--- src/rtl/sha256_pkg.sv ---
// Shared SHA-256 schedule constants, FSM state type and small-sigma helpers.
// Pure declarations: no logic, no latency.
// No flow control here; users decide when to apply the functions.
package sha256_pkg;

  localparam int SHA_WORD_W = 32;
  localparam int SHA_ROUNDS = 64;

  typedef enum logic [1:0] {
    IDLE   = 2'd0,
    LOAD   = 2'd1,
    EXPAND = 2'd2,
    DONE   = 2'd3
  } state_t;

  // sigma0(x) = ROTR7 ^ ROTR18 ^ SHR3
  function automatic logic [SHA_WORD_W-1:0] sigma0(input logic [SHA_WORD_W-1:0] x);
    return {x[6:0], x[31:7]} ^ {x[17:0], x[31:18]} ^ (x >> 3);
  endfunction

  // sigma1(x) = ROTR17 ^ ROTR19 ^ SHR10
  function automatic logic [SHA_WORD_W-1:0] sigma1(input logic [SHA_WORD_W-1:0] x);
    return {x[16:0], x[31:17]} ^ {x[18:0], x[31:19]} ^ (x >> 10);
  endfunction

endpackage

--- src/rtl/sha256_msg_schedule_if.sv ---
// Message-word input and schedule-word output bundle of the message scheduler.
// Wires only, no latency.
// Input side is valid/ready; output side is stalled by hold_i.
interface sha256_msg_schedule_if import sha256_pkg::*; #(
  parameter int WORD_W = SHA_WORD_W
) ();

  logic              word_valid_i;
  logic [WORD_W-1:0] word_i;
  logic              word_ready_o;
  logic              hold_i;
  logic              w_valid_o;
  logic [WORD_W-1:0] w_o;
  logic [5:0]        round_o;

  // scheduler side
  modport slave (
    input  word_valid_i, word_i, hold_i,
    output word_ready_o, w_valid_o, w_o, round_o
  );

  // message source / schedule consumer side
  modport master (
    output word_valid_i, word_i, hold_i,
    input  word_ready_o, w_valid_o, w_o, round_o
  );

endinterface

--- src/rtl/sha256_sigma.sv ---
// Combinational SHA-256 small sigma; UPPER=0 selects sigma0, UPPER=1 sigma1.
// Zero latency.
// No flow control.
module sha256_sigma import sha256_pkg::*; #(
  parameter int WORD_W = SHA_WORD_W,
  parameter bit UPPER  = 1'b0
) (
  input  logic [WORD_W-1:0] x,
  output logic [WORD_W-1:0] y
);

  assign y = WORD_W'(UPPER ? sigma1(SHA_WORD_W'(x)) : sigma0(SHA_WORD_W'(x)));

endmodule

--- src/rtl/sha256_msg_schedule.sv ---
// SHA-256 message schedule: loads M0..M15, expands W16..W63, presents W_t registered.
// Each accepted/computed word appears one cycle later; start to done_o is 66 cycles minimum.
// Input stalls on word_valid_i gaps; hold_i freezes expansion and outputs in EXPAND.
module sha256_msg_schedule import sha256_pkg::*; #(
  parameter int WORD_W = SHA_WORD_W,
  parameter int ROUNDS = SHA_ROUNDS
) (
  input  logic                  CLK,
  input  logic                  RST,
  input  logic                  start,
  sha256_msg_schedule_if.slave  sched,
  output logic                  busy_o,
  output logic                  done_o
);

  localparam logic [5:0] LAST_LOAD  = 6'd15;
  localparam logic [5:0] LAST_ROUND = 6'(ROUNDS - 1);

  state_t                  state;
  state_t                  state_nxt;
  logic [5:0]              cnt;
  // win[15] is the newest word W_t-1, win[0] the oldest W_t-16
  logic [15:0][WORD_W-1:0] win;
  logic [WORD_W-1:0]       s0;
  logic [WORD_W-1:0]       s1;
  logic [WORD_W-1:0]       w_new;
  logic                    accept;
  logic                    advance;

  sha256_sigma #(.WORD_W(WORD_W), .UPPER(1'b0)) u_sigma0 (.x(win[1]),  .y(s0));
  sha256_sigma #(.WORD_W(WORD_W), .UPPER(1'b1)) u_sigma1 (.x(win[14]), .y(s1));

  assign w_new   = s1 + win[9] + s0 + win[0];
  assign accept  = (state == LOAD) && sched.word_valid_i;
  assign advance = (state == EXPAND) && !sched.hold_i;

  assign sched.word_ready_o = (state == LOAD);
  assign busy_o             = (state == LOAD) || (state == EXPAND);

  // state register
  always_ff @(posedge CLK) begin
    if (RST) state <= IDLE;
    else     state <= state_nxt;
  end

  // next-state decode; start is only honoured from a quiet IDLE (not on the done_o cycle)
  always_comb begin
    state_nxt = state;
    case (state)
      IDLE:    if (start && !done_o)                 state_nxt = LOAD;
      LOAD:    if (accept && (cnt == LAST_LOAD))     state_nxt = EXPAND;
      EXPAND:  if (advance && (cnt == LAST_ROUND))   state_nxt = DONE;
      DONE:                                          state_nxt = IDLE;
      default:                                       state_nxt = IDLE;
    endcase
  end

  // round counter and 16-word shift window
  always_ff @(posedge CLK) begin
    if (RST) begin
      cnt <= '0;
      win <= '0;
    end else if ((state == IDLE) && (state_nxt == LOAD)) begin
      cnt <= '0;
    end else if (accept) begin
      win <= {sched.word_i, win[15:1]};
      cnt <= cnt + 6'd1;
    end else if (advance) begin
      win <= {w_new, win[15:1]};
      cnt <= cnt + 6'd1;
    end
  end

  // registered outputs; a held EXPAND cycle keeps every output as it is
  always_ff @(posedge CLK) begin
    if (RST) begin
      sched.w_valid_o <= 1'b0;
      sched.w_o       <= '0;
      sched.round_o   <= '0;
      done_o          <= 1'b0;
    end else begin
      done_o <= (state == DONE);
      if (accept) begin
        sched.w_valid_o <= 1'b1;
        sched.w_o       <= sched.word_i;
        sched.round_o   <= cnt;
      end else if (advance) begin
        sched.w_valid_o <= 1'b1;
        sched.w_o       <= w_new;
        sched.round_o   <= cnt;
      end else if (state != EXPAND) begin
        sched.w_valid_o <= 1'b0;
      end
    end
  end

endmodule
--- src/flat_wrapper.sv ---
// flat-port wrapper written by rule: the top's interface ports become plain ports
module sha256_msg_schedule_flat import sha256_pkg::*;
#(
  parameter int WORD_W = SHA_WORD_W,
  parameter int ROUNDS = SHA_ROUNDS
)
  (CLK, RST, start, busy_o, done_o, sched_word_valid_i, sched_word_i, sched_hold_i, sched_word_ready_o, sched_w_valid_o, sched_w_o, sched_round_o);
  sha256_msg_schedule_if #(.WORD_W(WORD_W)) sched_i ();
  input  logic CLK;
  input  logic RST;
  input  logic start;
  output logic busy_o;
  output logic done_o;
  input wire logic [$bits(sched_i.word_valid_i)-1:0] sched_word_valid_i;
  input wire logic [$bits(sched_i.word_i)-1:0] sched_word_i;
  input wire logic [$bits(sched_i.hold_i)-1:0] sched_hold_i;
  output wire logic [$bits(sched_i.word_ready_o)-1:0] sched_word_ready_o;
  output wire logic [$bits(sched_i.w_valid_o)-1:0] sched_w_valid_o;
  output wire logic [$bits(sched_i.w_o)-1:0] sched_w_o;
  output wire logic [$bits(sched_i.round_o)-1:0] sched_round_o;
  assign sched_i.word_valid_i = sched_word_valid_i;
  assign sched_i.word_i = sched_word_i;
  assign sched_i.hold_i = sched_hold_i;
  assign sched_word_ready_o = sched_i.word_ready_o;
  assign sched_w_valid_o = sched_i.w_valid_o;
  assign sched_w_o = sched_i.w_o;
  assign sched_round_o = sched_i.round_o;
  sha256_msg_schedule #(.WORD_W(WORD_W), .ROUNDS(ROUNDS)) u_core (.CLK(CLK), .RST(RST), .start(start), .sched(sched_i), .busy_o(busy_o), .done_o(done_o));
endmodule
--- config.mk ---
export PLATFORM = sky130hd
export DESIGN_NAME = sha256_msg_schedule_flat
export DESIGN_NICKNAME = d
export VERILOG_FILES = /design/src/rtl/sha256_pkg.sv /design/src/rtl/sha256_msg_schedule_if.sv /design/src/rtl/sha256_sigma.sv /design/src/rtl/sha256_msg_schedule.sv /design/src/flat_wrapper.sv
export SDC_FILE = /design/constraint.sdc
export NUM_CORES = 1
export LEC_CHECK = 0
export CAP_MARGIN = 25
export CORE_MARGIN = 5
export CORE_UTILIZATION = 50
export DETAILED_ROUTE_END_ITERATION = 12
export PLACE_DENSITY = 0.63
export SLEW_MARGIN = 40
export SYNTH_ARGS = -nofsm -noshare
export SYNTH_HDL_FRONTEND = slang
export SYNTH_SLANG_ARGS = --single-unit
--- constraint.sdc ---
create_clock -name CLK -period 5.6 [get_ports CLK]
set_input_delay 0.56 -clock CLK [delete_from_list [all_inputs] [get_ports CLK]]
set_output_delay 0.56 -clock CLK [all_outputs]
set_load 0.05 [all_outputs]
==> out/results.ini <==
[logic_synthesis]
netlist.top_cell.by_area = dfxtp_1
async_reset_ff_share_pct = 0
post_synth_mux_area_share_pct = 0.3306
adder_cell_area_share_of_the_yosys_netlist_pct = 7.035
synth_sequential_area_ratio_pct = 46.28
synth_edf_count = 0
synth_compound_gate_area_share_pct = 15.67
post_synth_top_cells = 1,017 x nand2_1, 560 x dfxtp_1, 533 x a21oi_1, 200 x clkbuf_1, 145 x inv_1
syn-instance-count = 3084
yosys.cell_count.top_type = nand2_1
yosys_warn_count = 0
postSynthAreaPerCell_um2 = 7.854
synthTopCellsByArea = dfxtp_1 46%, nand2_1 16%, a21oi_1 11%
postSynth.topFlopCell = dfxtp_1
post-synth-top-area-fraction_pct = 46.28
yosys.cell_types.count = 56
ys_ff_latch = 560
post_synth_simple_gate_area_pct = 19.15
net_count_synth = 3220
synth_xor_area_share_pct = 5.207
synth_top_family_by_area = simple AND/OR/NAND/NOR gates
synth.cell_area_um2 = 24220

[clock_network]
cts_repair_resize_count = 0
cts_num_sinks = 560
cts_setup_buffers = 0
cts.hold.buffers_added = 0
cts_htree_levels = 2
clock_tree.root_cell = clkbuf_16
clkLatencyLatePin_ps = 610
clock_buffer_count_from_cts = 58
cts.clk_slew.worst_paths_ps = 60
clock_tree_from_tritoncts = built
clock_tree.buffer_depth = 3

[route]
drt_wl_total_um = 64780
ant_nets = 0
drc = 0
route.vias.total = 19750
vias_per_cell = 5.360
route.detailed.wl_per_inst_um = 17.58
number_of_optimization_iterations_in_the_first_detailed_route_pass = 5
drt_first_iter_violations = 1525

[global_routing]
gr-total-overflow = 0
first_global_vias = 18610
global_route_wire_length_before_repair_um = 102000
grt_antenna_before_repair = 0
grt_start_max_net_pins = 141
global_route.usage.total_pct = 23.79

[finish]
layout.nets = 3158
layout-drive-gt1-share_pct = 5.244
stdcell_area_um2 = 27460
area_growth_pct = 13.35
n_antenna_cell = 0

[worst_hold_path]
hold_wc_path_type = in -> reg
start_point_of_the_worst_min_delay_path = RST
worstHoldEndpoint = u_core.win[372]
hold_path_depth = 2

[timing]
post-route-period-util_pct = 81.75
grt_setup_unrepaired = no
finalHoldWorstSlack_ps = 305.7
clock.fmax_mhz = 218.4
max_slew.worst_pin.slew_ps = 726.4
finalWorstSetupSlack_ps = 1022
drv_slew = 0
min_period_ps = 4578
fin_setup_tns_ps = 0
hold_viol_final = 0
fin_worst_skew_ps = 18.39
relSlewSlack_pct = 51.57
finalSetupViolCount = 0

[die]
num_rows = 80
dieHeight_um = 230.1
die_x_um = 230.1
start_util_pct = 50.63
fp.dieArea_um2 = 52950
io_pins = 79
area_of_the_core_um2 = 47850

[placement]
port-buffer-count = 78
dpl_cell_area_um2 = 25390
detail_placement_hpwl_um = 45320
dp_slack_ps = 1088
weighted_congestion_at_the_end_of_routability_driven_global_placement = 0.8914

[status]
status = completed

[pwr]
power-per-cell-area_nw_per_um2 = 310.9
ir_drop_v = 0.0002657
cellLeakagePower_nw = 9.708

[critical_path]
timing.reg2reg.setup_slack_ps = 1020
cp_data_arrival_time_ps = 5040
timing.critical_path.from_type = register
rr_worst_depth = 17
critical_path_class = reg -> reg
endpoint_kind = register
worstPathMaxFanout = 6
r2r-end = u_core.win[509]
required_ps = 6070
critical_path.reg2reg.startpoint = u_core.win[466]

[run]
maxCapViolations = 0

cell usage in the layout, fill, tap and decap left out, types with 6 or more instances in the layout:
master and n:
o21ai_0 29, inv_1 145, a21o_1 17, mux2i_1 8, buf_12 16, or3_1 6, nand3_1 18, clkbuf_1 11
clkdlybuf4s50_1 77, bufinv_16 9, nand2_1 1016, o21a_1 7, dfxtp_1 560, clkbuf_16 58, clkbuf_8 11, fa_1 62
o21bai_1 6, nor2_1 100, clkinv_2 12, nand4_1 9, a21oi_1 533, buf_4 33, nor2b_1 6, ha_1 37
xnor2_1 116, xor2_1 28, a31oi_1 7, a211oi_1 36, and3_1 7, nor3_1 10
critical path, stage by stage, from the launching register on:
cell and delay, ps:
dfxtp_1 530, xnor2_1 140, xnor2_1 160, fa_1 520
inv_1 80, fa_1 510, inv_1 40, ha_1 210
inv_1 80, fa_1 200, nor2b_1 70, o31a_1 270
o31a_1 320, o211ai_2 340, nand3_2 220, a221oi_1 360
xor2_1 280, o32ai_1 110
metrics by stage:
| step | util [%] | instances | power, mW |
|---|---|---|---|
| after floorplan | - | 3084 | 4.379 |
| after global placement | 53.03 | 3575 | 4.531 |
| after detailed placement | 53.06 | 3576 | 4.534 |
| after CTS | 57.33 | 3684 | 8.624 |
| after global routing | 57.38 | 3685 | 8.835 |
| final | 57.38 | 3685 | 8.537 |
registers in the layout (all words and copies together) (netlist names):
name / flops
u_core.state: 2
u_core.done_o: 1
u_core.sched.round_o: 6
u_core.sched.w_valid_o: 1
u_core.sched.w_o: 32
u_core.win: 512
u_core.cnt: 6
power breakdown:
group          internal (mW)  switching, mW
clock                   2.47           1.62
sequential              4.01         0.0184
combinational          0.121          0.298
total                   6.60           1.94
routing by layer:
layer	GRT usage, %	vias to the layer above	wire length, um	share of wire, %
met5	0	-	0	0
met4	7.323	0	1903	2.9
met3	3.652	103	2725	4.2
met2	39.48	353	30770	47
met1	32.26	9519	29390	45
li1	-	9778	-	-
logic make-up (layout without fill, tap and decap cells):
kind of cell,Yosys count,in the layout
AOI/OAI and AO/OA,685,685
xor gates and xnor gates,144,144
adders and majority gates,99,99
buffers and inverters,396,382
DFF,560,560
muxes,8,8
and+or+nand+nor,1192,1192
worst max path at each step:
stage / startpoint / to / slack, ps / cells past startpoint
4_1_cts: u_core.win[52] / u_core.sched.w_o[24] / 1070 / 15
3_3_place_gp: u_core.win[470] / u_core.sched.w_o[30] / 1090 / 15
6_report: u_core.win[466] / u_core.win[509] / 1020 / 17
5_1_grt: u_core.win[474] / u_core.sched.w_o[30] / 750 / 15
3_5_place_dp: u_core.win[52] / u_core.sched.w_o[24] / 1090 / 15
2_1_floorplan: u_core.win[471] / u_core.win[508] / 1630 / 15
area by class of cell:
cell class | instances | area (um2)
fill | 4438 | 20390
multi-input combinational | 2128 | 11490
tap | 615 | 769.5
sequential | 560 | 11210
inverter | 145 | 544.3
clock inverter | 28 | 397.9
timing repair buffer | 129 | 1396
clock buffer | 80 | 1644
Power figures use the tool's default switching activity.
